==> src/rtl/mc_cpu_sequencer.sv <==
// mc_cpu_sequencer: multi-cycle control path for a MIPS subset.
// Owns PC/IR and steps each instruction through FETCH/DECODE/EXEC/MEM/WB over req/ack memories.
module mc_cpu_sequencer #(
    parameter int unsigned       ADDR_W      = 32,
    parameter logic [ADDR_W-1:0] RESET_PC    = '0,
    parameter int unsigned       MEM_TIMEOUT = 15
) (
    input  logic              clk_i,
    input  logic              rst_i,
    output logic              imem_req_o,
    output logic [ADDR_W-1:0] imem_addr_o,
    input  logic              imem_ack_i,
    input  logic [31:0]       imem_rdata_i,
    output logic              dmem_req_o,
    output logic              dmem_we_o,
    input  logic              dmem_ack_i,
    input  logic [31:0]       rs_data_i,
    input  logic              alu_zero_i,
    output logic [31:0]       ir_o,
    output logic [ADDR_W-1:0] pc_o,
    output logic              alu_en_o,
    output logic              rf_we_o,
    output logic [4:0]        rf_waddr_o,
    output logic [1:0]        rf_wsel_o,
    output logic              retire_o,
    output logic              halted_o,
    output logic              bus_err_o,
    output logic              illegal_o
);

    localparam logic [5:0] OP_RTYPE = 6'h00;
    localparam logic [5:0] OP_J     = 6'h02;
    localparam logic [5:0] OP_JAL   = 6'h03;
    localparam logic [5:0] OP_BEQ   = 6'h04;
    localparam logic [5:0] OP_BNE   = 6'h05;
    localparam logic [5:0] OP_ADDI  = 6'h08;
    localparam logic [5:0] OP_SLTI  = 6'h0A;
    localparam logic [5:0] OP_LW    = 6'h23;
    localparam logic [5:0] OP_SW    = 6'h2B;
    localparam logic [5:0] FN_JR    = 6'h08;

    localparam int unsigned WAIT_W = (MEM_TIMEOUT == 0) ? 1 : $clog2(MEM_TIMEOUT + 1);
    localparam logic [WAIT_W-1:0] WAIT_LIM = WAIT_W'(MEM_TIMEOUT);

    typedef enum logic [2:0] {
        S_FETCH,
        S_DECODE,
        S_EXEC,
        S_MEM,
        S_WB,
        S_HALT
    } state_e;

    state_e              state_q, state_d;
    logic [ADDR_W-1:0]   pc_q, pc_d;
    logic [ADDR_W-1:0]   pc4_q, pc4_d;
    logic [31:0]         ir_q, ir_d;
    logic [WAIT_W-1:0]   wait_q, wait_d;
    logic                run_q;
    logic                halted_q, halted_d;
    logic                bus_err_q, bus_err_d;
    logic                illegal_q, illegal_d;

    logic [5:0]          op;
    logic [5:0]          funct;
    logic                is_r, is_jr, is_j, is_jal, is_beq, is_bne;
    logic                is_addi, is_slti, is_lw, is_sw, legal;
    logic                br_taken;
    logic [ADDR_W-1:0]   br_tgt, j_tgt, jr_tgt;
    logic [WAIT_W-1:0]   wait_inc;
    logic                timeout_hit;

    assign op      = ir_q[31:26];
    assign funct   = ir_q[5:0];
    assign is_r    = (op == OP_RTYPE);
    assign is_jr   = is_r && (funct == FN_JR);
    assign is_j    = (op == OP_J);
    assign is_jal  = (op == OP_JAL);
    assign is_beq  = (op == OP_BEQ);
    assign is_bne  = (op == OP_BNE);
    assign is_addi = (op == OP_ADDI);
    assign is_slti = (op == OP_SLTI);
    assign is_lw   = (op == OP_LW);
    assign is_sw   = (op == OP_SW);
    assign legal   = is_r | is_j | is_jal | is_beq | is_bne | is_addi | is_slti | is_lw | is_sw;

    assign br_taken = is_beq ? alu_zero_i : !alu_zero_i;
    assign br_tgt   = pc4_q + ADDR_W'($signed({{14{ir_q[15]}}, ir_q[15:0], 2'b00}));
    // Jump region bits come from pc4 above bit 27; narrower PCs just truncate the target.
    assign j_tgt    = (pc4_q & ~ADDR_W'(32'h0FFF_FFFF)) | ADDR_W'({ir_q[25:0], 2'b00});
    assign jr_tgt   = ADDR_W'(rs_data_i & 32'hFFFF_FFFC);

    assign wait_inc    = wait_q + 1'b1;
    assign timeout_hit = (MEM_TIMEOUT != 0) && (wait_inc == WAIT_LIM);

    always_comb begin
        state_d    = state_q;
        pc_d       = pc_q;
        pc4_d      = pc4_q;
        ir_d       = ir_q;
        wait_d     = '0;
        halted_d   = halted_q;
        bus_err_d  = bus_err_q;
        illegal_d  = illegal_q;
        imem_req_o = 1'b0;
        dmem_req_o = 1'b0;
        dmem_we_o  = 1'b0;
        alu_en_o   = 1'b0;
        rf_we_o    = 1'b0;
        rf_waddr_o = '0;
        rf_wsel_o  = '0;
        retire_o   = 1'b0;

        case (state_q)
            S_FETCH: begin
                // run_q holds the fetch off for the first cycle out of reset.
                if (run_q) begin
                    imem_req_o = 1'b1;
                    if (imem_ack_i) begin
                        ir_d    = imem_rdata_i;
                        pc4_d   = pc_q + ADDR_W'(4);
                        state_d = S_DECODE;
                    end else if (timeout_hit) begin
                        state_d   = S_HALT;
                        halted_d  = 1'b1;
                        bus_err_d = 1'b1;
                    end else if (MEM_TIMEOUT != 0) begin
                        wait_d = wait_inc;
                    end
                end
            end

            S_DECODE: begin
                if (!legal) begin
                    state_d   = S_HALT;
                    halted_d  = 1'b1;
                    illegal_d = 1'b1;
                end else begin
                    state_d = S_EXEC;
                end
            end

            S_EXEC: begin
                alu_en_o = 1'b1;
                if (is_beq || is_bne) begin
                    pc_d     = br_taken ? br_tgt : pc4_q;
                    retire_o = 1'b1;
                    state_d  = S_FETCH;
                end else if (is_j) begin
                    pc_d     = j_tgt;
                    retire_o = 1'b1;
                    state_d  = S_FETCH;
                end else if (is_jr) begin
                    pc_d     = jr_tgt;
                    retire_o = 1'b1;
                    state_d  = S_FETCH;
                end else if (is_jal) begin
                    pc_d    = j_tgt;
                    state_d = S_WB;
                end else if (is_lw || is_sw) begin
                    state_d = S_MEM;
                end else begin
                    state_d = S_WB;
                end
            end

            S_MEM: begin
                dmem_req_o = 1'b1;
                dmem_we_o  = is_sw;
                if (dmem_ack_i) begin
                    if (is_sw) begin
                        pc_d     = pc4_q;
                        retire_o = 1'b1;
                        state_d  = S_FETCH;
                    end else begin
                        state_d = S_WB;
                    end
                end else if (timeout_hit) begin
                    state_d   = S_HALT;
                    halted_d  = 1'b1;
                    bus_err_d = 1'b1;
                end else if (MEM_TIMEOUT != 0) begin
                    wait_d = wait_inc;
                end
            end

            S_WB: begin
                rf_we_o = 1'b1;
                if (is_jal) begin
                    rf_waddr_o = 5'd31;
                    rf_wsel_o  = 2'd2;
                end else begin
                    rf_waddr_o = is_r ? ir_q[15:11] : ir_q[20:16];
                    rf_wsel_o  = is_lw ? 2'd1 : 2'd0;
                    pc_d       = pc4_q;
                end
                retire_o = 1'b1;
                state_d  = S_FETCH;
            end

            S_HALT: begin
                state_d = S_HALT;
            end

            default: begin
                state_d = S_FETCH;
            end
        endcase
    end

    always_ff @(posedge clk_i) begin
        if (!rst_i) begin
            state_q   <= S_FETCH;
            pc_q      <= RESET_PC;
            pc4_q     <= '0;
            ir_q      <= '0;
            wait_q    <= '0;
            run_q     <= 1'b0;
            halted_q  <= 1'b0;
            bus_err_q <= 1'b0;
            illegal_q <= 1'b0;
        end else begin
            state_q   <= state_d;
            pc_q      <= pc_d;
            pc4_q     <= pc4_d;
            ir_q      <= ir_d;
            wait_q    <= wait_d;
            run_q     <= 1'b1;
            halted_q  <= halted_d;
            bus_err_q <= bus_err_d;
            illegal_q <= illegal_d;
        end
    end

    assign imem_addr_o = pc_q;
    assign pc_o        = pc_q;
    assign ir_o        = ir_q;
    assign halted_o    = halted_q;
    assign bus_err_o   = bus_err_q;
    assign illegal_o   = illegal_q;

endmodule
==> config.mk <==
export PLATFORM = sky130hd
export DESIGN_NAME = mc_cpu_sequencer
export DESIGN_NICKNAME = d
export VERILOG_FILES = /design/src/rtl/mc_cpu_sequencer.sv
export SDC_FILE = /design/constraint.sdc
export NUM_CORES = 1
export LEC_CHECK = 0
export BUFFER_PORTS_ARGS = -buffer_cell sky130_fd_sc_hd__clkbuf_2
export CAP_MARGIN = 10
export CORE_MARGIN = 4
export CORE_UTILIZATION = 40
export CTS_CLUSTER_SIZE = 40
export DETAILED_ROUTE_END_ITERATION = 6
export PLACE_DENSITY = 0.73
export SETUP_SLACK_MARGIN = 0.02
export SYNTH_ARGS = -nofsm -noshare
export SYNTH_HDL_FRONTEND = slang
export SYNTH_SLANG_ARGS = --single-unit
==> constraint.sdc <==
create_clock -name clk_i -period 4.5 [get_ports clk_i]
set_input_delay 0.225 -clock clk_i [delete_from_list [all_inputs] [get_ports clk_i]]
set_output_delay 0.225 -clock clk_i [all_outputs]
set_load 0.005 [all_outputs]
# [After elaboration in Yosys (flattened, before gate mapping)]
# Index checks and enable logic that the tools add are counted.
[word_totals] inputBits=69 word_cells=116 output_inout_bits=112 regBits=107
[op_classes] bitwise_logic=10 n_addsub=3 muxes=57 n_eq_ne=23 reduce_logical=14
[ops] op="2-to-1 mux 32 bit" n=8
[ops] op="case mux 32 bit (3 select lines)" n=1
[ops] op="2-to-1 mux 3 bit" n=11
[ops] op="adder 32 x 3 -> 32 bit (second input constant)" n=1
[ops] op="adder 32 bit" n=1
[ops] op="OR 32 x 28 -> 32 bit" n=1
[ops] op="2-to-1 mux 1 bit" n=23
[ops] op="equality test 6 x 4 -> 1 bit (second input constant)" n=3
[ops] op="2-to-1 mux 4 bit" n=4
[ops] op="2-to-1 mux 5 bit" n=3
[ops] op="case mux 3 bit (5 select lines)" n=1
[ops] op="inequality test 2 bit (second input constant)" n=7
[ops] op="equality test 6 x 2 -> 1 bit (second input constant)" n=2
[ops] op="equality test 6 x 3 -> 1 bit (second input constant)" n=2
[ops] op="equality test 6 bit (second input constant)" n=2
[ops] op="AND reduction 5 bit" n=2
[ops] op="OR 1 bit" n=8
[ops] op="case mux 4 bit (2 select lines)" n=1
[ops] op="equality test 3 x 2 -> 1 bit (second input constant)" n=2
[ops] op="equality test 3 bit (second input constant)" n=2
[ops] op="zero test 6 bit" n=1
[ops] op="case mux 1 bit (3 select lines)" n=2
[ops] op="nonzero test 3 bit" n=2
[ops] op="inequality test 5 bit (second input constant)" n=1
[ops] op="14 further kinds" n=16

# [Longest topological paths before layout]
[depth] word_depth=11 mapped_depth=11 depth_no_buf=11

# [Worst setup path after synthesis]
# OpenSTA, ideal clock, no wires.
[synth_timing] path_type="reg-to-reg" startpoint="register ir_q[0] (netlist: ir_o[0])" endpoint="register pc_q[30] (netlist: imem_addr_o[30])" n_path_buf=0 setup_ps=101 path_slack_ps=1680 stages_incl_launch_ff=12 required_time_ps=4399 t_arrival_ps=2719 period_less_slack_ps=2820 cell_sequence="dfxtp_1 ha_1 fa_1 a21oi_1 o21ai_0 a21oi_1 o221ai_2 a31o_1 a41o_1 a211oi_1 xor2_1 o41ai_1"
[synth_between] elab_chain_cells=6 elab_cells_between_ends=10 cone_classes="add/sub: 1; eq/ne: 2; mux: 5; reduce/logical: 2"
[synth_lines] element="start: declaration" line="57" source="logic [31:0] ir_q, ir_d;"
[synth_lines] element="start signal: assignment" line="226" source="ir_q <= ir_d;"
[synth_lines] element="branches (longest 6 deep; another with adder 32 bit)"
[synth_lines] element="end signal: assignment" line="224" source="pc_q <= pc_d;"
[synth_lines] element="end: declaration" line="55" source="logic [ADDR_W-1:0] pc_q, pc_d;"
# Several ways; the timed one is not identified.
# A chain may end at the register's enable or synchronous reset.

# [Worst setup path in the final report]
# Ends and elaborated chain as after synthesis.

==> summary.md <==
| Metric | Value |
|---|---|
| Cell at the root of the clock tree | `sky130_fd_sc_hd__clkbuf_16` |
| Worst setup path startpoint | `ir_o[0]$_SDFFE_PN0P_` |
| Worst Max-Slew Pin Slew | `1107 ps` |
| Endpoint of the most critical register-to-register path | `imem_addr_o[30]$_SDFFE_PN0P_` |
| Slack of the worst reg-to-reg path | `about 1100 ps` |
| CORE AREA | `around 19000 um^2` |
| Dpl hpwl | `about 18000 um` |
| Post-synthesis cell count | `slightly above 1000` |
| Area growth from synthesis to final layout | `12.67%` |
| Critical path depth | `11` |
| Count leader, synth | `sky130_fd_sc_hd__nand2_1` |
| CP peak stage delay | `around 420 ps` |
| Cell family contributing the most delay on the critical path | `compound AO/OA/AOI/OAI gates` |
| Number of cells on the worst hold path | `3` |
| Number of search-and-repair iterations in the first detailed-routing pass | `5` |
| Syn_area_per_cell | `between 7 and 8 um^2` |
| Total design power | `roughly 2.3 mW` |
| Chain of cells forming the critical path | `ha_1 -> fa_1 -> a21oi_1 -> o21ai_0 -> a21oi_1 -> o221ai_2 -> a31o_1 -> a41o_1 -> a211oi_1 -> xor2_1 -> o41ai_1` |
| Total routing resource utilization after global routing | `22.15%` |
| Share of final-layout standard cells stronger than drive strength 1 | `roughly a fifth` |
| Antenna Cells | `0` |
| CTS tree | `yes` |
| Final hold vios | `0` |
| Number of enable-type register cells in the synthesized netlist | `0` |
| Total Nets Final | `approximately 1200` |
| Worst flop-to-flop path startpoint | `ir_o[0]$_SDFFE_PN0P_` |
| Min Clock Period, post-route | `~3400 ps` |
| Startpoint type of the worst setup path | `flip-flop` |
| Number of nets still failing antenna checks after routing | `0` |
| Power density over the cells | `approximately 270 nW/um^2` |
| DRC marker count from the first detailed-route iteration | `between 600 and 700` |
| Endpoint of the most critical setup path | `imem_addr_o[30]$_SDFFE_PN0P_` |
| Chip height | `146.7 um` |
| Starting Density | `between 40% and 50%` |
| I/O Buffers | `roughly 180` |
| Number of vias per cell | `roughly 5.6` |
| Vias in the first global route | `7076` |
| CTS sink cnt | `about 110` |
| Ratio of final minimum period to clock period | `about 74%` |
| Die X-Extent | `between 100 and 150 um` |
| Adder and majority gate portion of the synthesized area | `between 5 and 6%` |
| Arrival @ worst endpoint | `3600 ps` |
| Fraction of registers with async set/reset | `0%` |
| DRC violations left | `0` |
| Crit path required time | `around 4800 ps` |
| Total detailed-routing wirelength | `24300 um` |
| Post-Layout Inst Area | `~8700 um^2` |
| Final estimated routing congestion in global placement | `around 0.93` |
| Xor-xnor portion of the synthesized cell area | `5.320%` |
| Placement-stage cell area | `~8300 um^2` |
| First-pass GRT wire length | `around 39000 um` |
| Area share of the largest cell type after synthesis | `~28%` |
| Setup violations, final | `0` |
| Synthesized netlist net count | `between 1000 and 1500` |
| Combinational family with the most area after synthesis | `compound AO/OA/AOI/OAI gates` |
| Synth area leaders | `sky130_fd_sc_hd__dfxtp_1 (28%), sky130_fd_sc_hd__nand2_1 (9.9%), sky130_fd_sc_hd__buf_4 (6.1%)` |
| Full die area | `~22000 um^2` |
| Antenna violations before repair | `1` |
| Ports | `~180` |
| Cell mode on critical path | `sky130_fd_sc_hd__a21oi_1` |
| FF+latch count, synth | `107` |
| Crit path buf inv count | `0` |
| Total number of vias | `~7700` |
| Post-cts hold buffer count | `0` |
| Critical path capture point type | `flip-flop` |
| Number of distinct standard cells referenced by the synthesized netlist | `78` |
| Relative slew slack | `26.18%` |
| Commonest cells post-synth | `sky130_fd_sc_hd__nand2_1 (203), sky130_fd_sc_hd__dfxtp_1 (107), sky130_fd_sc_hd__a21oi_1 (76), sky130_fd_sc_hd__buf_4 (62), sky130_fd_sc_hd__nor2_1 (52)` |
| Static Leakage | `3.953 nW` |
| Compound-cell area share of the yosys netlist | `between 20 and 30%` |
| Max IR drop VDD | `roughly 0.19 mV` |
| Clock Skews | `around 12 ps` |
| Synthesis warning total | `0` |
| Synth Area in Simple Gates | `~22%` |
| Accumulated negative setup slack | `0 ps` |
| Setup Crit Path Kind | `flip-flop to flip-flop` |
| Max Fclk | `~300 MHz` |
| Clk_lat worst skew | `~360 ps` |
| Synthesized area | `roughly 7700 um^2` |
| Hold_sp | `imem_rdata_i[1]` |
| Pin count of the biggest net entering global routing | `92` |
| Largest fanout of any net on the critical path | `5` |
| Multiplexer fraction of the synthesized cell area | `under 10%` |
| Cells resized by post-CTS repair | `0` |
| Ys flop type | `sky130_fd_sc_hd__dfxtp_1` |
| Leading area contributor after synthesis | `sky130_fd_sc_hd__dfxtp_1` |
| Maximum count of clock buffers along a single path | `2` |
| Result of the run | `finished, final reports clean` |
| MaxCap Viol Count | `0` |
| Total setup buffers inserted after CTS | `0` |
| Maximum level of the CTS H-tree | `3` |
| Unrepaired setup endpoints after global routing | `false` |
| Clock transition at the register clock pins on the worst setup and hold paths after CTS | `around 80 ps` |
| R2R depth | `11` |
| Slowest library cell on the worst path | `sky130_fd_sc_hd__fa_1` |
| Final-layout worst hold slack | `~90 ps` |
| Class of the tightest hold or removal check | `input port to flip-flop` |
| Number of buffers inserted during clock tree synthesis | `9` |
| Final slew viol count | `0` |
| Rows | `50` |
| Proportion of synthesized chip area in sequential cells | `about 28%` |
| Congestion Overflow GR | `0` |
| Routed length per instance | `between 15 and 20 um` |
state kept, by name, indices dropped and copies added, names as in the netlist:
signal	cells
imem_addr_o	32
halted_o	1
pc4_q	32
ir_o	32
state_q	3
bus_err_o	1
wait_q	4
run_q	1
illegal_o	1
worst min path at each step:
stage / end / slack (ps)
final: ir_o[1]$_SDFFE_PN0P_ / 90
after global routing: ir_o[31]$_SDFFE_PN0P_ / 100
after CTS: ir_o[20]$_SDFFE_PN0P_ / 80
after detailed placement: illegal_o$_SDFFE_PN0P_ / 450
after global placement: bus_err_o$_SDFFE_PN0P_ / 450
after floorplan: run_q$_DFF_P_ / 250
tightest hold or removal path, stage by stage:
cell and delay, ps:
sky130_fd_sc_hd__clkbuf_2 80, sky130_fd_sc_hd__nand2_1 40, sky130_fd_sc_hd__a21boi_0 60
report_power, final:
part	internal (mW)	total, mW	leakage, nW	switching [mW]
combinational	0.170	0.413	2.92	0.243
clock	0.487	0.856	0.159	0.369
sequential	0.987	1.05	0.871	0.0591
metrics by stage:
step,instances,setup WS (ps),utilization (%)
after floorplan,1006,1680,-
after global placement,1346,1295,44.33
after detailed placement,1346,1238,44.33
after CTS,1362,1189,46.02
after global routing,1362,984.2,46.02
final,1362,1149,46.02
cell type report:
class / instances / area (um^2)
Tap cell: 260 / 325.3
Sequential cell: 107 / 2142
Clock buffer: 9 / 225.2
Clock inverter: 7 / 92.59
Fill cell: 1915 / 10160
Timing Repair Buffer: 193 / 1003
Multi-Input combinational cell: 769 / 4813
Inverter: 17 / 63.81
layer usage:
layer  vias to the layer above  track usage, %  part of all wire [%]
li1                       3750               -                     -
met1                      3539           30.59                    45
met2                       350           33.86                    44
met3                        44           4.749                   8.8
met4                         2           8.420                   2.5
met5                         -               0                 0.054
placed cells by master, fill, tap and decap left out, types with 15 or more instances in the layout:
cell type / count
sky130_fd_sc_hd__a21boi_0: 42
sky130_fd_sc_hd__a21oi_1: 76
sky130_fd_sc_hd__buf_4: 15
sky130_fd_sc_hd__clkbuf_2: 177
sky130_fd_sc_hd__dfxtp_1: 107
sky130_fd_sc_hd__ha_1: 32
sky130_fd_sc_hd__inv_1: 17
sky130_fd_sc_hd__nand2_1: 203
sky130_fd_sc_hd__nand3_1: 35
sky130_fd_sc_hd__nor2_1: 51
sky130_fd_sc_hd__o211a_1: 30
sky130_fd_sc_hd__o211ai_1: 15
sky130_fd_sc_hd__o21ai_0: 39
sky130_fd_sc_hd__xnor2_1: 18
sky130_fd_sc_hd__xor2_1: 25
logic make-up (layout without fill, tap and decap cells):
| family | after synthesis | in the layout |
|---|---|---|
| muxes | 12 | 12 |
| xor gates and xnor gates | 45 | 45 |
| and+or+nand+nor | 370 | 370 |
| DFF | 107 | 107 |
| adders and majority gates | 33 | 33 |
| AOI/OAI and AO/OA | 309 | 309 |
| buffers and inverters | 130 | 226 |
Power figures use the tool's default switching activity.
